<file path="src/rtl/lpc_io_dispatch_pkg.sv">
// Shared definitions for the LPC I/O dispatcher: FSM state encodings, the
// value returned for unclaimed or timed-out reads, and the default window table.
package lpc_io_dispatch_pkg;

    typedef enum logic [2:0] {
        ST_IDLE,
        ST_DECODE,
        ST_WR_ACC,
        ST_WR_DONE,
        ST_WR_RELEASE,
        ST_RD_ACC,
        ST_RD_VALID,
        ST_RD_RELEASE
    } lpc_io_state_t;

    localparam logic [7:0] LPC_IO_MISS_DATA = 8'hFF;

    // Client i occupies bits [16i+15:16i] of the flat tables.
    localparam int          LPC_IO_DEF_CLIENTS = 4;
    localparam logic [63:0] LPC_IO_DEF_BASE    = {16'h0080, 16'h0060, 16'h0064, 16'h002E};
    localparam logic [63:0] LPC_IO_DEF_MASK    = {16'hFFFF, 16'hFFFF, 16'hFFFF, 16'hFFFE};

    // Index width that stays legal for a single-client build.
    function automatic int lpc_io_idx_w(input int n);
        return (n > 1) ? $clog2(n) : 1;
    endfunction

endpackage

</file>
<file path="src/rtl/lpc_io_window_decode.sv">
// Combinational address-window decoder: reports whether any client window
// claims the address and, if several do, the lowest-numbered one.
module lpc_io_window_decode
    import lpc_io_dispatch_pkg::*;
#(
    parameter int                        NUM_CLIENTS = LPC_IO_DEF_CLIENTS,
    parameter logic [16*NUM_CLIENTS-1:0] BASE        = LPC_IO_DEF_BASE,
    parameter logic [16*NUM_CLIENTS-1:0] MASK        = LPC_IO_DEF_MASK,
    localparam int                       IDX_W       = lpc_io_idx_w(NUM_CLIENTS)
) (
    input  logic [15:0]      addr,
    output logic             hit,
    output logic [IDX_W-1:0] idx
);

    // Scanning downward lets the lowest matching index overwrite the others.
    always_comb begin
        hit = 1'b0;
        idx = '0;
        for (int i = NUM_CLIENTS - 1; i >= 0; i--) begin
            if (((addr ^ BASE[16*i +: 16]) & MASK[16*i +: 16]) == 16'h0000) begin
                hit = 1'b1;
                idx = IDX_W'(i);
            end
        end
    end

endmodule

</file>
<file path="src/rtl/lpc_io_dispatch.sv">
// LPC I/O transaction controller: decodes the peripheral's I/O cycles onto
// client register blocks and bounds every client access with a timeout.
module lpc_io_dispatch
    import lpc_io_dispatch_pkg::*;
#(
    parameter int                        NUM_CLIENTS = LPC_IO_DEF_CLIENTS,
    parameter logic [16*NUM_CLIENTS-1:0] BASE        = LPC_IO_DEF_BASE,
    parameter logic [16*NUM_CLIENTS-1:0] MASK        = LPC_IO_DEF_MASK,
    parameter int                        TIMEOUT     = 255
) (
    input  logic                       clk_i,
    input  logic                       nrst_i,
    input  logic [15:0]                lpc_addr_i,
    input  logic [7:0]                 lpc_data_i,
    input  logic                       lpc_data_wr_i,
    output logic                       lpc_wr_done_o,
    input  logic                       lpc_rd_req_i,
    output logic [7:0]                 lpc_data_o,
    output logic                       lpc_data_oe_o,
    output logic                       lpc_data_rd_o,
    input  logic                       lpc_rd_done_i,
    output logic [15:0]                cl_addr_o,
    output logic [7:0]                 cl_wdata_o,
    output logic [NUM_CLIENTS-1:0]     cl_wr_o,
    output logic [NUM_CLIENTS-1:0]     cl_rd_o,
    input  logic [NUM_CLIENTS-1:0]     cl_ack_i,
    input  logic [8*NUM_CLIENTS-1:0]   cl_rdata_i,
    output logic                       timeout_o
);

    localparam int IDX_W = lpc_io_idx_w(NUM_CLIENTS);

    lpc_io_state_t            state;
    lpc_io_state_t            state_next;
    logic                     is_wr;
    logic [15:0]              tmo_cnt;
    logic                     expire;
    logic                     tmo_evt;
    logic                     dec_hit;
    logic [IDX_W-1:0]         dec_idx;
    logic [NUM_CLIENTS-1:0]   sel_vec;
    logic                     ack_sel;
    logic [7:0]               rdata_sel;

    // The latched address is frozen until IDLE, so the decode result is
    // stable for the whole transaction and doubles as the client select.
    lpc_io_window_decode #(
        .NUM_CLIENTS (NUM_CLIENTS),
        .BASE        (BASE),
        .MASK        (MASK)
    ) u_decode (
        .addr (cl_addr_o),
        .hit  (dec_hit),
        .idx  (dec_idx)
    );

    always_comb begin
        sel_vec   = '0;
        ack_sel   = 1'b0;
        rdata_sel = '0;
        for (int i = 0; i < NUM_CLIENTS; i++) begin
            if (dec_idx == IDX_W'(i)) begin
                sel_vec[i] = 1'b1;
                ack_sel    = cl_ack_i[i];
                rdata_sel  = cl_rdata_i[8*i +: 8];
            end
        end
    end

    assign expire = (tmo_cnt == 16'(TIMEOUT - 1));

    always_ff @(posedge clk_i or negedge nrst_i) begin
        if (!nrst_i) begin
            state <= ST_IDLE;
        end else begin
            state <= state_next;
        end
    end

    always_comb begin
        state_next = state;
        tmo_evt    = 1'b0;
        case (state)
            ST_IDLE: begin
                if (lpc_data_wr_i || lpc_rd_req_i) begin
                    state_next = ST_DECODE;
                end
            end
            ST_DECODE: begin
                if (dec_hit) begin
                    state_next = is_wr ? ST_WR_ACC : ST_RD_ACC;
                end else begin
                    state_next = is_wr ? ST_WR_DONE : ST_RD_VALID;
                end
            end
            ST_WR_ACC: begin
                if (ack_sel) begin
                    state_next = ST_WR_DONE;
                end else if (expire) begin
                    state_next = ST_WR_DONE;
                    tmo_evt    = 1'b1;
                end
            end
            ST_WR_DONE: begin
                state_next = ST_WR_RELEASE;
            end
            ST_WR_RELEASE: begin
                if (!lpc_data_wr_i) begin
                    state_next = ST_IDLE;
                end
            end
            ST_RD_ACC: begin
                if (ack_sel) begin
                    state_next = ST_RD_VALID;
                end else if (expire) begin
                    state_next = ST_RD_VALID;
                    tmo_evt    = 1'b1;
                end
            end
            ST_RD_VALID: begin
                if (lpc_rd_done_i) begin
                    state_next = ST_RD_RELEASE;
                end
            end
            ST_RD_RELEASE: begin
                if (!lpc_rd_req_i) begin
                    state_next = ST_IDLE;
                end
            end
            default: begin
                state_next = ST_IDLE;
            end
        endcase
    end

    // Outputs are registered from the next state so they line up with it.
    always_ff @(posedge clk_i or negedge nrst_i) begin
        if (!nrst_i) begin
            is_wr         <= 1'b0;
            tmo_cnt       <= '0;
            cl_addr_o     <= '0;
            cl_wdata_o    <= '0;
            cl_wr_o       <= '0;
            cl_rd_o       <= '0;
            lpc_wr_done_o <= 1'b0;
            lpc_data_rd_o <= 1'b0;
            lpc_data_oe_o <= 1'b0;
            lpc_data_o    <= '0;
            timeout_o     <= 1'b0;
        end else begin
            if (state == ST_IDLE && state_next == ST_DECODE) begin
                cl_addr_o  <= lpc_addr_i;
                cl_wdata_o <= lpc_data_i;
                is_wr      <= lpc_data_wr_i;
            end

            if (state == ST_WR_ACC || state == ST_RD_ACC) begin
                tmo_cnt <= tmo_cnt + 16'd1;
            end else begin
                tmo_cnt <= '0;
            end

            cl_wr_o       <= (state_next == ST_WR_ACC) ? sel_vec : '0;
            cl_rd_o       <= (state_next == ST_RD_ACC) ? sel_vec : '0;
            lpc_wr_done_o <= (state_next == ST_WR_DONE);
            lpc_data_rd_o <= (state_next == ST_RD_VALID);
            lpc_data_oe_o <= (state_next == ST_RD_VALID);
            timeout_o     <= tmo_evt;

            if (state == ST_DECODE && !dec_hit && !is_wr) begin
                lpc_data_o <= LPC_IO_MISS_DATA;
            end else if (state == ST_RD_ACC) begin
                if (ack_sel) begin
                    lpc_data_o <= rdata_sel;
                end else if (expire) begin
                    lpc_data_o <= LPC_IO_MISS_DATA;
                end
            end
        end
    end

endmodule

</file>
<file path="config.mk">
export PLATFORM = sky130hd
export DESIGN_NAME = lpc_io_dispatch
export DESIGN_NICKNAME = d
export VERILOG_FILES = /design/src/rtl/lpc_io_dispatch_pkg.sv /design/src/rtl/lpc_io_window_decode.sv /design/src/rtl/lpc_io_dispatch.sv
export SDC_FILE = /design/constraint.sdc
export NUM_CORES = 1
export LEC_CHECK = 0
export BUFFER_PORTS_ARGS = -buffer_cell sky130_fd_sc_hd__buf_2
export CELL_PAD_IN_SITES_DETAIL_PLACEMENT = 1
export CELL_PAD_IN_SITES_GLOBAL_PLACEMENT = 2
export CORE_ASPECT_RATIO = 0.75
export CORE_MARGIN = 1.5
export CORE_UTILIZATION = 33
export DETAILED_ROUTE_END_ITERATION = 10
export HOLD_SLACK_MARGIN = 0.15
export PLACE_DENSITY_LB_ADDON = 0.1
export SLEW_MARGIN = 30
export SYNTH_ARGS = -nofsm -noshare
export SYNTH_HDL_FRONTEND = slang
export SYNTH_SLANG_ARGS = --single-unit
</file>
<file path="constraint.sdc">
create_clock -name clk_i -period 3.8 [get_ports clk_i]
set_clock_uncertainty 0.2 [all_clocks]
set_input_delay 0.76 -clock clk_i [delete_from_list [all_inputs] [get_ports clk_i]]
set_output_delay 0.76 -clock clk_i [all_outputs]
set_load 0.01 [all_outputs]
</file>
======== Word level (Yosys, flattened, before mapping) ========
Index checks and enable logic that the tools add are counted.
storage, ports and cells
  register bits after elaboration ......... 63
  output and inout port bits .............. 44
  logic and storage cells ................. 91
operators by class
  mux-type cells .......................... 42
  add/subtract/negate cells ............... 1
  equal/unequal tests ..................... 16
  reductions and logical operators ........ 17
  bitwise gates (word level) .............. 4
operator list
  kind                                                               count
  16-bit logical NOT                                                 4
  8-bit 2-to-1 mux                                                   8
  3-bit 2-to-1 mux                                                   11
  3-bit one-hot mux with 8 select lines                              1
  3-bit == test (second input constant)                              6
  16-bit by 1-bit adder with 16-bit output (second input constant)   1
  16-bit by 8-bit == test with 1-bit output (second input constant)  1
  16-bit 2-to-1 mux                                                  1
  1-bit 2-to-1 mux                                                   15
  3-bit by 2-bit == test with 1-bit output (second input constant)   4
  2-bit 2-to-1 mux                                                   4
  4-bit 2-to-1 mux                                                   2
  3-bit by 1-bit == test with 1-bit output (second input constant)   2
  2-bit == test (second input constant)                              2
  4-bit inverter                                                     1
  1-bit logical AND                                                  3
  3-bit logical NOT                                                  1
  3-bit inverter                                                     1
  3-bit nonzero test                                                 1
  2-bit by 1-bit == test with 1-bit output (second input constant)   1
  1-bit logical NOT                                                  2
  2-bit logical NOT                                                  1
  1-bit logical OR                                                   2
  2-bit inverter                                                     1
  other kinds (4)                                                    4

======== Depth between registers and ports, before layout ========
  depth in word-level cells ............... 15
  gate-level depth with buffers ........... 12
  depth with buffers taken out ............ 12

======== By module ========
Synthesis repeated with hierarchy kept, for this count alone.
unflattened totals
  cells, all modules ...................... 266
  area, all modules ....................... 3228.1 um2
modules (own cells, without submodules)
  module                times used  sequential area each (um2)  cells each  area each (um2)
  lpc_io_dispatch       1           1576.5                      249         3088.0
  lpc_io_window_decode  1           0.0                         17          140.1

======== Least setup slack after synthesis ========
OpenSTA, ideal clock, no wires.
  path type ............................... register to register
  from .................................... register cl_addr_o[9]
  to ...................................... register lpc_data_rd_o
  library setup time ...................... 120 ps
  required time ........................... 3480 ps
  setup slack ............................. 1179 ps
  arrival ................................. 2302 ps
  stages on the path, launching flop included .. 11
  cells stage by stage .................... dfrtp_1 > nor4_4 > nand2b_2 > buf_6 > nor3_1 > ha_1 > a211oi_1 > a21oi_1 > o221ai_1 > o211ai_2 > and3_1
on the way
  longest elaborated chain between the ends .. 13
  elaborated cells between the ends (all ways) .. 25
RTL lines
  element                                     RTL line                                       source
  from (decl)                                 lpc_io_dispatch.sv:22                          output logic [15:0] cl_addr_o,
  from (signal assigned)                      lpc_io_dispatch.sv:152                         cl_addr_o <= lpc_addr_i;
  16-bit logical NOT                          lpc_io_window_decode.sv:21                     if (((addr ^ BASE[16*i +: 16]) & MASK[16*i +: 16]) == 16'h0000) begin
  2-bit 2-to-1 mux (4 in series)              lpc_io_window_decode.sv:21
  2-bit logical NOT                           lpc_io_dispatch.sv:62                          if (dec_idx == IDX_W'(i)) begin
  1-bit 2-to-1 mux (4 in series)              lpc_io_dispatch.sv:62
  3-bit 2-to-1 mux, on equally long branches  lpc_io_dispatch.sv:113, lpc_io_dispatch.sv:97
  3-bit one-hot mux with 8 select lines (*)   lpc_io_dispatch.sv:83                          case (state)
  3-bit == test (*)                           lpc_io_dispatch.sv:166                         lpc_data_rd_o <= (state_next == ST_RD_VALID);
  to (signal assigned)                        lpc_io_dispatch.sv:166
  to (decl)                                   lpc_io_dispatch.sv:20                          output logic lpc_data_rd_o,
Every way passes the cells marked *; elsewhere a longest branch is shown, timed or not.
A chain may end at the register's enable or synchronous reset.

======== Worst setup path in the final report ========
  from .................................... register cl_addr_o[9]
  to ...................................... register cl_rd_o[0]
on the way
  longest elaborated chain between the ends .. 14
  elaborated cells between the ends (all ways) .. 27
RTL lines
  element                                     RTL line                                       source
  16-bit logical NOT                          lpc_io_window_decode.sv:21
  2-bit 2-to-1 mux (4 in series)              lpc_io_window_decode.sv:21
  2-bit logical NOT                           lpc_io_dispatch.sv:62
  1-bit 2-to-1 mux (4 in series)              lpc_io_dispatch.sv:62
  3-bit 2-to-1 mux, on equally long branches  lpc_io_dispatch.sv:113, lpc_io_dispatch.sv:97
  3-bit one-hot mux with 8 select lines       lpc_io_dispatch.sv:83
  3-bit == test                               lpc_io_dispatch.sv:164                         cl_rd_o <= (state_next == ST_RD_ACC) ? sel_vec : '0;
  4-bit 2-to-1 mux (*)                        lpc_io_dispatch.sv:164
  to (signal assigned)                        lpc_io_dispatch.sv:164
  to (decl)                                   lpc_io_dispatch.sv:25                          output logic [NUM_CLIENTS-1:0] cl_rd_o,
Marks and branches as above.

==> flow_summary.toml <==
[clock_tree]
cts_tree = "done"
holdBufCountCts = 0
cts.clk_slew.worst_paths_ns = 0.05
cts_root_buffer = "clkbuf_16"
clock-sinks = 63
insertion_delay_ns = 0.33
clockBufferDepth = 2
htree_levels = 3
cts_buffers = 9
ctsResizeCount = 0
post_cts_buffers = 0

[global_routing]
antenna_found_initial = 0
grt_pass1_wl_um = 14100
grt_start_max_net_pins = 64
grt_usage = 0.181
grt_overflow = 0
grt_pass1_vias = 2788

[cells_and_area]
final.fill_count = 1087
antennaDiodeCount = 0
fin_util = 0.448
mostFrequentLayoutCells = "108 x buf_2, 63 x dfrtp_1, 32 x nand2_1, 25 x mux2_2, 24 x nor2_1"
syn2layout_area_growth_pct = 29.1
final_common_cell = "buf_2"
final_nets = 483
drive_above_1_share = 0.393
postLayoutCellArea_um2 = 4150

[synth]
synth_edf_count = 0
netlist_area_um2 = 3220
yosysSeqAreaShare = 0.490
synth_fp_nets = 376
ys_ff_latch = 63
synth_ff_type = "dfrtp_1"
ys_warn_count = 0
syn_avg_cell_area_um2 = 10.4
synthCells = 308
synth_cell_types = 54
async_flop_share = 1.00

[route]
routed_wl_um = 8880
viasPerCell = 4.95
drt_first_pass_iters = 4
drt_iter0_drc = 105
drt.antenna.violating_nets = 0
num_vias = 2711
drc = 0
wl_per_cell_um = 16.2

[place]
dp.final_hpwl_um = 6680
dp_slack_ns = 0.826
gp_congestion = 0.833
port_buffers = 108
placed_area_um2 = 3860

[timing]
hold_violations = 0
fin_crit_ns = 3.00
finalCritPeriodShare = 0.788
setup_slack_ns = 0.804
setup_tns_ns = 0
holdWs_ns = 0.301
max_clock_freq_ghz = 0.334
maxSlewHeadroom = 0.470
worst_slew_pin_slew_ns = 0.794
rsz0062_at_grt = "false"
setup_viol = 0
drv_slew = 0

[power]
p_int_mw = 1.88
p_seq_frac = 0.378
power_switching_mw = 1.11
ir_drop_mv = 0.340
p_comb_frac = 0.352
power_leakage_nw = 1.94
clockPowerShare = 0.270
p_per_area_nw_per_um2 = 720
swShare = 0.371

[setup_path]
critPathCapture = "cl_rd_o[0]$_DFF_PN0_"
r2r_cells = 9
crit_start = "cl_addr_o[9]$_DFFE_PN0P_"
cp_max_fo = 10
arrival_ns = 2.99
worst_ep_required_time_ns = 3.80
worst-setup-path-type = "flip-flop to flip-flop"
start_kind = "flip-flop"
r2r-start = "cl_addr_o[9]$_DFFE_PN0P_"
r2r-end = "cl_rd_o[0]$_DFF_PN0_"
cp-end-kind = "flip-flop"
rrSetupSlack_ns = 0.80

[floorplan]
core_area_um2 = 9270
die-area_um2 = 10400
io_pins = 109
num_rows = 30
die_height_um = 88.5
start_util = 0.347
die_x_um = 117

[job]
maxCapViolCount = 0

[run_status]
outcome = "complete, no violations"

[hold_path]
hold_path.class = "flip-flop to flip-flop"
[layer usage]
| metal | GRT usage | up-vias | wire length, um |
|---|---|---|---|
| met5 | 0 | - | 0 |
| met4 | 0.0613 | 0 | 103 |
| met3 | 0.0637 | 10 | 541 |
| met2 | 0.258 | 74 | 3840 |
| met1 | 0.255 | 1302 | 4390 |
| li1 | - | 1325 | - |
[Yosys cell counts, drive strengths merged (4+ instances only)]
master	count	area [um2]
a21oi	12	63.8
a22oi	4	30.0
a32oi	5	43.8
and3	6	37.5
clkbuf	11	41.3
dfrtp	63	1580
inv	15	56.3
mux2	25	282
nand2	32	120
nand3	16	85.1
nor2	24	90.1
nor3	12	60.1
nor4	8	101
o211ai	10	85.1
o21ai	6	33.8
xor2	10	87.6
[critical path: stages (launching register included)]
cell and delay (ns):
dfrtp_1 0.41, nor4_4 0.43, nand2b_2 0.24, nor3_1 0.25, ha_1 0.28, a211oi_1 0.25
a21oi_1 0.06, o221ai_1 0.22, o211ai_2 0.20, nor4_1 0.31
[through the flow]
stage               power, mW  instances
floorplan                1.81        308
global placement         2.18        532
detailed placement       2.20        532
CTS                      3.04        548
global route             3.19        548
finish                   2.99        548
[cell families after synthesis]
kind of cell / after synthesis / share of synthesized area
AOI/OAI and AO/OA: 53 / 0.126
and+or+nand+nor: 122 / 0.209
buffers and inverters: 29 / 0.0397
xor gates and xnor gates: 13 / 0.0354
adders and majority gates: 3 / 0.0117
DFF: 63 / 0.490
muxes: 25 / 0.0875
[state kept, by name, summed over array words and instances, names as in the netlist, 3 cells and up]
name and flops:
state 3, cl_wr_o 4, cl_wdata_o 8, lpc_data_o 8
cl_rd_o 4, cl_addr_o 16, tmo_cnt 16
[final cells by class]
type,instances,area (um2),area share
clock buffers,12,246,0.0593
clock inverters,4,45.0,0.0108
inverters,15,56.3,0.0136
multi-input cells,216,1510,0.364
flip-flops and latches,63,1580,0.380
well taps,128,160,0.0386
repair buffers,110,556,0.134
[worst min-delay path by stage]
stage | slack [ns] | cells after the start | startpoint | endpoint
after floorplan | 0.26 | 0 | nrst_i | cl_addr_o[0]$_DFFE_PN0P_
after global placement | 0.28 | 1 | cl_wdata_o[1]$_DFFE_PN0P_ | cl_wdata_o[1]$_DFFE_PN0P_
after detailed placement | 0.30 | 1 | cl_wdata_o[0]$_DFFE_PN0P_ | cl_wdata_o[0]$_DFFE_PN0P_
after CTS | 0.31 | 1 | cl_wdata_o[0]$_DFFE_PN0P_ | cl_wdata_o[0]$_DFFE_PN0P_
after global routing | 0.34 | 1 | cl_wdata_o[5]$_DFFE_PN0P_ | cl_wdata_o[5]$_DFFE_PN0P_
final | 0.30 | 1 | cl_wdata_o[0]$_DFFE_PN0P_ | cl_wdata_o[0]$_DFFE_PN0P_
[power by group through the flow]
stage	clock network (mW)	logic, mW	registers, mW
final	0.806	1.05	1.13
after global routing	0.851	1.17	1.17
after CTS	0.829	1.07	1.13
after detailed placement	0	1.06	1.14
after global placement	0	1.05	1.12
after floorplan	0	0.662	1.15
(Power assumes the default switching activity.)
